$ cat config.mk
export PLATFORM = sky130hd
export DESIGN_NAME = img_scan_sequencer
export DESIGN_NICKNAME = d
export VERILOG_FILES = /design/src/rtl/img_pkg.sv /design/src/rtl/img_scan_sequencer.sv
export SDC_FILE = /design/constraint.sdc
export NUM_CORES = 1
export LEC_CHECK = 0
export ABC_AREA = 1
export CAP_MARGIN = 20
export CORE_UTILIZATION = 38
export CTS_CLUSTER_SIZE = 20
export DETAILED_ROUTE_END_ITERATION = 7
export PLACE_DENSITY = 0.71
export SYNTH_ARGS = -nofsm -noshare
export SYNTH_HDL_FRONTEND = slang
export SYNTH_SLANG_ARGS = --single-unit
$ cat constraint.sdc
create_clock -name CLK -period 2.4 [get_ports CLK]
set_input_delay 0.6 -clock CLK [delete_from_list [all_inputs] [get_ports CLK]]
set_output_delay 0.6 -clock CLK [all_outputs]
set_load 0.02 [all_outputs]
$ cat src/rtl/img_pkg.sv
// ----------------------------------------------------------------------------
// img_pkg : frame geometry, scan state encoding and pixel index format.
// Rev 1.0
// ----------------------------------------------------------------------------
`default_nettype none

package img_pkg;

  localparam int IMG_W_SMALL = 640;
  localparam int IMG_H_SMALL = 480;
  localparam int IMG_W_LARGE = 1024;
  localparam int IMG_H_LARGE = 768;
  localparam int IMG_BPP     = 4;

  typedef enum logic [1:0] {
    IDLE = 2'd0,
    RUN  = 2'd1,
    FIN  = 2'd2
  } scan_state_t;

  // Same packing the index-to-address converter consumes.
  typedef struct packed {
    logic [15:0] row;
    logic [15:0] col;
  } pix_index_t;

endpackage

`default_nettype wire

$ cat src/rtl/img_scan_sequencer.sv
// ----------------------------------------------------------------------------
// img_scan_sequencer : raster-order pixel read request generator.
// Rev 1.0
// ----------------------------------------------------------------------------
`default_nettype none

module img_scan_sequencer
  import img_pkg::*;
#(
  parameter int BYTES_PER_PIXEL = IMG_BPP,
  parameter int FRAME_W0        = IMG_W_SMALL,
  parameter int FRAME_H0        = IMG_H_SMALL,
  parameter int FRAME_W1        = IMG_W_LARGE,
  parameter int FRAME_H1        = IMG_H_LARGE
) (
  input  logic        CLK,
  input  logic        RESET,
  input  logic        SIZE_IMAGE,
  input  logic [31:0] BASE_ADDR,
  input  logic        START,
  input  logic        ABORT,
  output logic        REQ_VALID,
  input  logic        REQ_READY,
  output logic [31:0] REQ_ADDR,
  output logic [31:0] REQ_INDEX,
  output logic        REQ_LAST,
  output logic        BUSY,
  output logic        DONE
);

  localparam logic [15:0] c_w0_last = 16'(FRAME_W0 - 1);
  localparam logic [15:0] c_h0_last = 16'(FRAME_H0 - 1);
  localparam logic [15:0] c_w1_last = 16'(FRAME_W1 - 1);
  localparam logic [15:0] c_h1_last = 16'(FRAME_H1 - 1);
  localparam logic [31:0] c_step    = 32'(BYTES_PER_PIXEL);

  scan_state_t state_q, state_d;
  logic [15:0] row_q, row_d;
  logic [15:0] col_q, col_d;
  logic [15:0] wlast_q, wlast_d;
  logic [15:0] hlast_q, hlast_d;
  logic [31:0] addr_q, addr_d;

  logic       w_col_end;
  logic       w_frame_end;
  pix_index_t w_index;

  assign w_col_end   = (col_q == wlast_q);
  assign w_frame_end = w_col_end && (row_q == hlast_q);
  assign w_index     = '{row: row_q, col: col_q};

  always_ff @(posedge CLK or posedge RESET) begin
    if (RESET) begin
      state_q <= IDLE;
      row_q   <= '0;
      col_q   <= '0;
      wlast_q <= '0;
      hlast_q <= '0;
      addr_q  <= '0;
    end else begin
      state_q <= state_d;
      row_q   <= row_d;
      col_q   <= col_d;
      wlast_q <= wlast_d;
      hlast_q <= hlast_d;
      addr_q  <= addr_d;
    end
  end

  always_comb begin
    state_d = state_q;
    row_d   = row_q;
    col_d   = col_q;
    wlast_d = wlast_q;
    hlast_d = hlast_q;
    addr_d  = addr_q;
    case (state_q)
      IDLE: begin
        if (START && !ABORT) begin
          state_d = RUN;
          row_d   = '0;
          col_d   = '0;
          addr_d  = BASE_ADDR;
          wlast_d = SIZE_IMAGE ? c_w1_last : c_w0_last;
          hlast_d = SIZE_IMAGE ? c_h1_last : c_h0_last;
        end
      end
      RUN: begin
        // Abort freezes the pointer even if the consumer took the request.
        if (ABORT) begin
          state_d = IDLE;
        end else if (REQ_READY) begin
          addr_d = addr_q + c_step;
          if (w_col_end) begin
            col_d = '0;
            row_d = row_q + 16'd1;
          end else begin
            col_d = col_q + 16'd1;
          end
          if (w_frame_end) begin
            state_d = FIN;
          end
        end
      end
      FIN: begin
        state_d = IDLE;
      end
      default: begin
        state_d = IDLE;
      end
    endcase
  end

  assign REQ_VALID = (state_q == RUN);
  assign BUSY      = (state_q == RUN);
  assign DONE      = (state_q == FIN);
  assign REQ_LAST  = (state_q == RUN) && w_frame_end;
  assign REQ_ADDR  = addr_q;
  assign REQ_INDEX = w_index;

endmodule

`default_nettype wire

==> results_dict.tcl <==
set metrics [dict create \
    clock-sinks 69 \
    finalMaxSlewViolations 0 \
    yosysMostFrequentCell "nand2_1" \
    worstSetupStartpoint "col_q[4]$_DFFE_PP0P_" \
    route.vias.total 5347 \
    min_path_type "flop to flop" \
    antenna_cells 0 \
    wl_per_cell_um 13.3 \
    grt-ovfl-total 0 \
    gp_congestion 0.868 \
    setup_viol 0 \
    grt_max_degree 40 \
    final_area_sq_mm 0.00682 \
    totalPowerFinal_mw 7.00 \
    powerDensity_mw_per_mm2 1030 \
    grt_setup_unrepaired "yes" \
    tightest_slew_ns 0.487 \
    yosys_warnings 0 \
    synth.distinct_cells 38 \
    synth.area.top_cells "dfrtp_1 35%, nand2_1 19%, nor2_1 11%, nand3_1 6.9%, inv_1 5.4%" \
    h-tree-depth 3 \
    multi_input_area_sq_mm 0.00281 \
    syn_area_sq_mm 0.00496 \
    arrival_ns 1.74 \
    max-slew-margin-rel_pct 67.4 \
    fin_skew_ns 0.00320 \
    io_buffers 105 \
    top_usage_layer "met2" \
    hold_viol_final 0 \
    synthTopCellsByCount "251 x nand2_1, 140 x nor2_1, 72 x inv_1, 69 x dfrtp_1, 68 x nand3_1" \
    die_area_sq_mm 0.0135 \
    drive_above_1_share_pct 11.5 \
    syn_avg_cell_area_sq_um 6.41 \
    holdWs_ns 0.483 \
    core_area_sq_mm 0.0127 \
    p_leak_nw 3.20 \
    grt_usage_pct 23.1 \
    grt_pass1_vias 5054 \
    synth_top_area_cell "dfrtp_1" \
    numCtsBuffers 9 \
    drt_pass1_iterations 5 \
    grt_use_met3_pct 2.44 \
    async_flop_share_pct 100 \
    num_rows 41 \
    cts_hold_buf 0 \
    end_kind "primary output" \
    met1_usage_pct 32.1 \
    status "finished, final reports clean" \
    drt-total-wl_mm 14.6 \
    setup_tns_ns 0 \
    initial_utilization_pct 39.1 \
    cts_max_path_buffers 2 \
    drc 0 \
    cts_tree "yes" \
    ys_ff_latch 69 \
    dp_hpwl_mm 11.1 \
    dieWidth_um 116 \
    utilization_pct 53.8 \
    min_from "REQ_ADDR[0]$_DFFE_PP0P_" \
    ys_seq_area_share_pct 34.8 \
    nets 960 \
    synth_top_area_share_pct 34.8 \
    die_h_um 116 \
    max-vdd-ir-drop_mv 0.677 \
    clk_latency_ns 0.33 \
    synth-edff-count 0 \
    min_period_ns 2.34 \
    crit_type "flop to primary output" \
    placed_area_sq_mm 0.00650 \
    via_per_inst 4.89 \
    root_buffer "clkbuf_16" \
    antenna_found_initial 0 \
    gr-usage-met2_pct 38.0 \
    synth_nets 815 \
    ant_nets 0 \
    worst_setup_path_start_kind "flop" \
    areaGrowthSynthToFinish_pct 37.4 \
    cp_max_fo 3 \
    r2r_start "col_q[4]$_DFFE_PP0P_" \
    cap_violations 0 \
    ys.flop_type "dfrtp_1" \
    drt_iter0_markers 370 \
    grt_pass1_wl_mm 24.4 \
    synth_cells 774 \
    pin_count 106 \
    clkTransAtPathRegs_ns 0.05 \
    critPathRequiredTime_ns 1.80 \
    fill_cells 1267 \
    seq_area_sq_mm 0.00173 \
    max_freq_mhz 427 \
    period_share_pct 97.6 \
]
-- placed cells by master (no fill, tap or decap), drive strengths merged --
cell type | Yosys | routed
and2 | 2 | 2
o21a | 2 | 2
nor2 | 146 | 146
nand3 | 68 | 68
nand3b | 7 | 7
buf | 16 | 56
clkdlybuf4s50 | 0 | 103
dfrtp | 69 | 69
dlymetal6s2s | 0 | 1
a21oi | 13 | 13
ha | 3 | 3
clkbuf | 10 | 12
nand2 | 262 | 262
xor2 | 11 | 11
o21ai | 45 | 45
nor4 | 2 | 2
xnor2 | 6 | 6
nand4 | 18 | 18
nor3 | 9 | 9
a31oi | 2 | 2
a22oi | 1 | 1
inv | 77 | 77
clkinv | 0 | 2
o21bai | 2 | 2
o22ai | 2 | 2
nor3b | 1 | 1
-- final timing paths --
check | endpoint | slack, ns | depth (start not counted)
setup / recovery | REQ_LAST | 0.06 | 10
hold / removal | REQ_ADDR[0]$_DFFE_PP0P_ | 0.48 | 2
setup reg to reg | row_q[15]$_DFFE_PP0P_ | 0.57 | 13
hold reg to reg | REQ_ADDR[0]$_DFFE_PP0P_ | 0.48 | 2
max in group asynchronous | col_q[0]$_DFFE_PP0P_ | 1.25 | 3
min in group asynchronous | row_q[14]$_DFFE_PP0P_ | 0.59 | 2
-- cell type report --
| cell class | count | area share [%] |
|---|---|---|
| clock buffers | 12 | 3.76 |
| clock inverters | 2 | 0.147 |
| inverters | 77 | 4.35 |
| multi-input cells | 602 | 41.2 |
| flip-flops and latches | 69 | 25.3 |
| well taps | 172 | 3.16 |
| repair buffers | 160 | 22.1 |
-- worst max-delay path: stages (launching register included) --
cell	delay, ns
dfrtp_1	0.38
nand2_2	0.09
nor2_4	0.10
nand2_1	0.07
nor2_2	0.11
nor2_2	0.05
inv_2	0.06
nand2_4	0.05
nor4_4	0.24
buf_4	0.15
buf_6	0.11
-- per-layer routing --
layer / part of all wire, % / vias up
met5: 0 / -
met4: 1.3 / 0
met3: 3.4 / 16
met2: 47 / 122
met1: 48 / 2469
li1: - / 2740
-- where the power goes --
group	switching, mW	total (mW)	internal [mW]
registers	0.431	1.94	1.51
logic	2.36	3.83	1.47
clock network	0.487	1.23	0.741
total	3.28	7.00	3.72
-- flip-flops by register name, indices dropped and copies added, names as in the netlist --
name and cells:
state_q 2, REQ_ADDR 32, col_q 16, row_q 16, hlast_q 3
-- cells by family (layout without fill, tap and decap cells) --
group	Yosys count	after routing	synth area share, %
AND/OR/NAND/NOR	515	515	44.7
XOR/XNOR	17	17	3.00
AO/OA/AOI/OAI	67	67	7.62
flip-flops	69	69	34.8
buffers and inverters	103	251	9.13
adder cells (fa/ha/maj)	3	3	0.757
-- repair_timing --
action                     in CTS  in global routing
setup endpoints to repair       1                  2
gates resized for setup         6                 11
buffers inserted                1                  1
pin swaps                       1                  5
-- through the flow --
stage,setup slack [ns],std cells
floorplan,0.0601,774
global placement,-0.0177,1078
detailed placement,-0.0626,1078
CTS,0.0132,1093
global route,-0.0375,1094
finish,0.0582,1094
(Power assumes the default switching activity.)
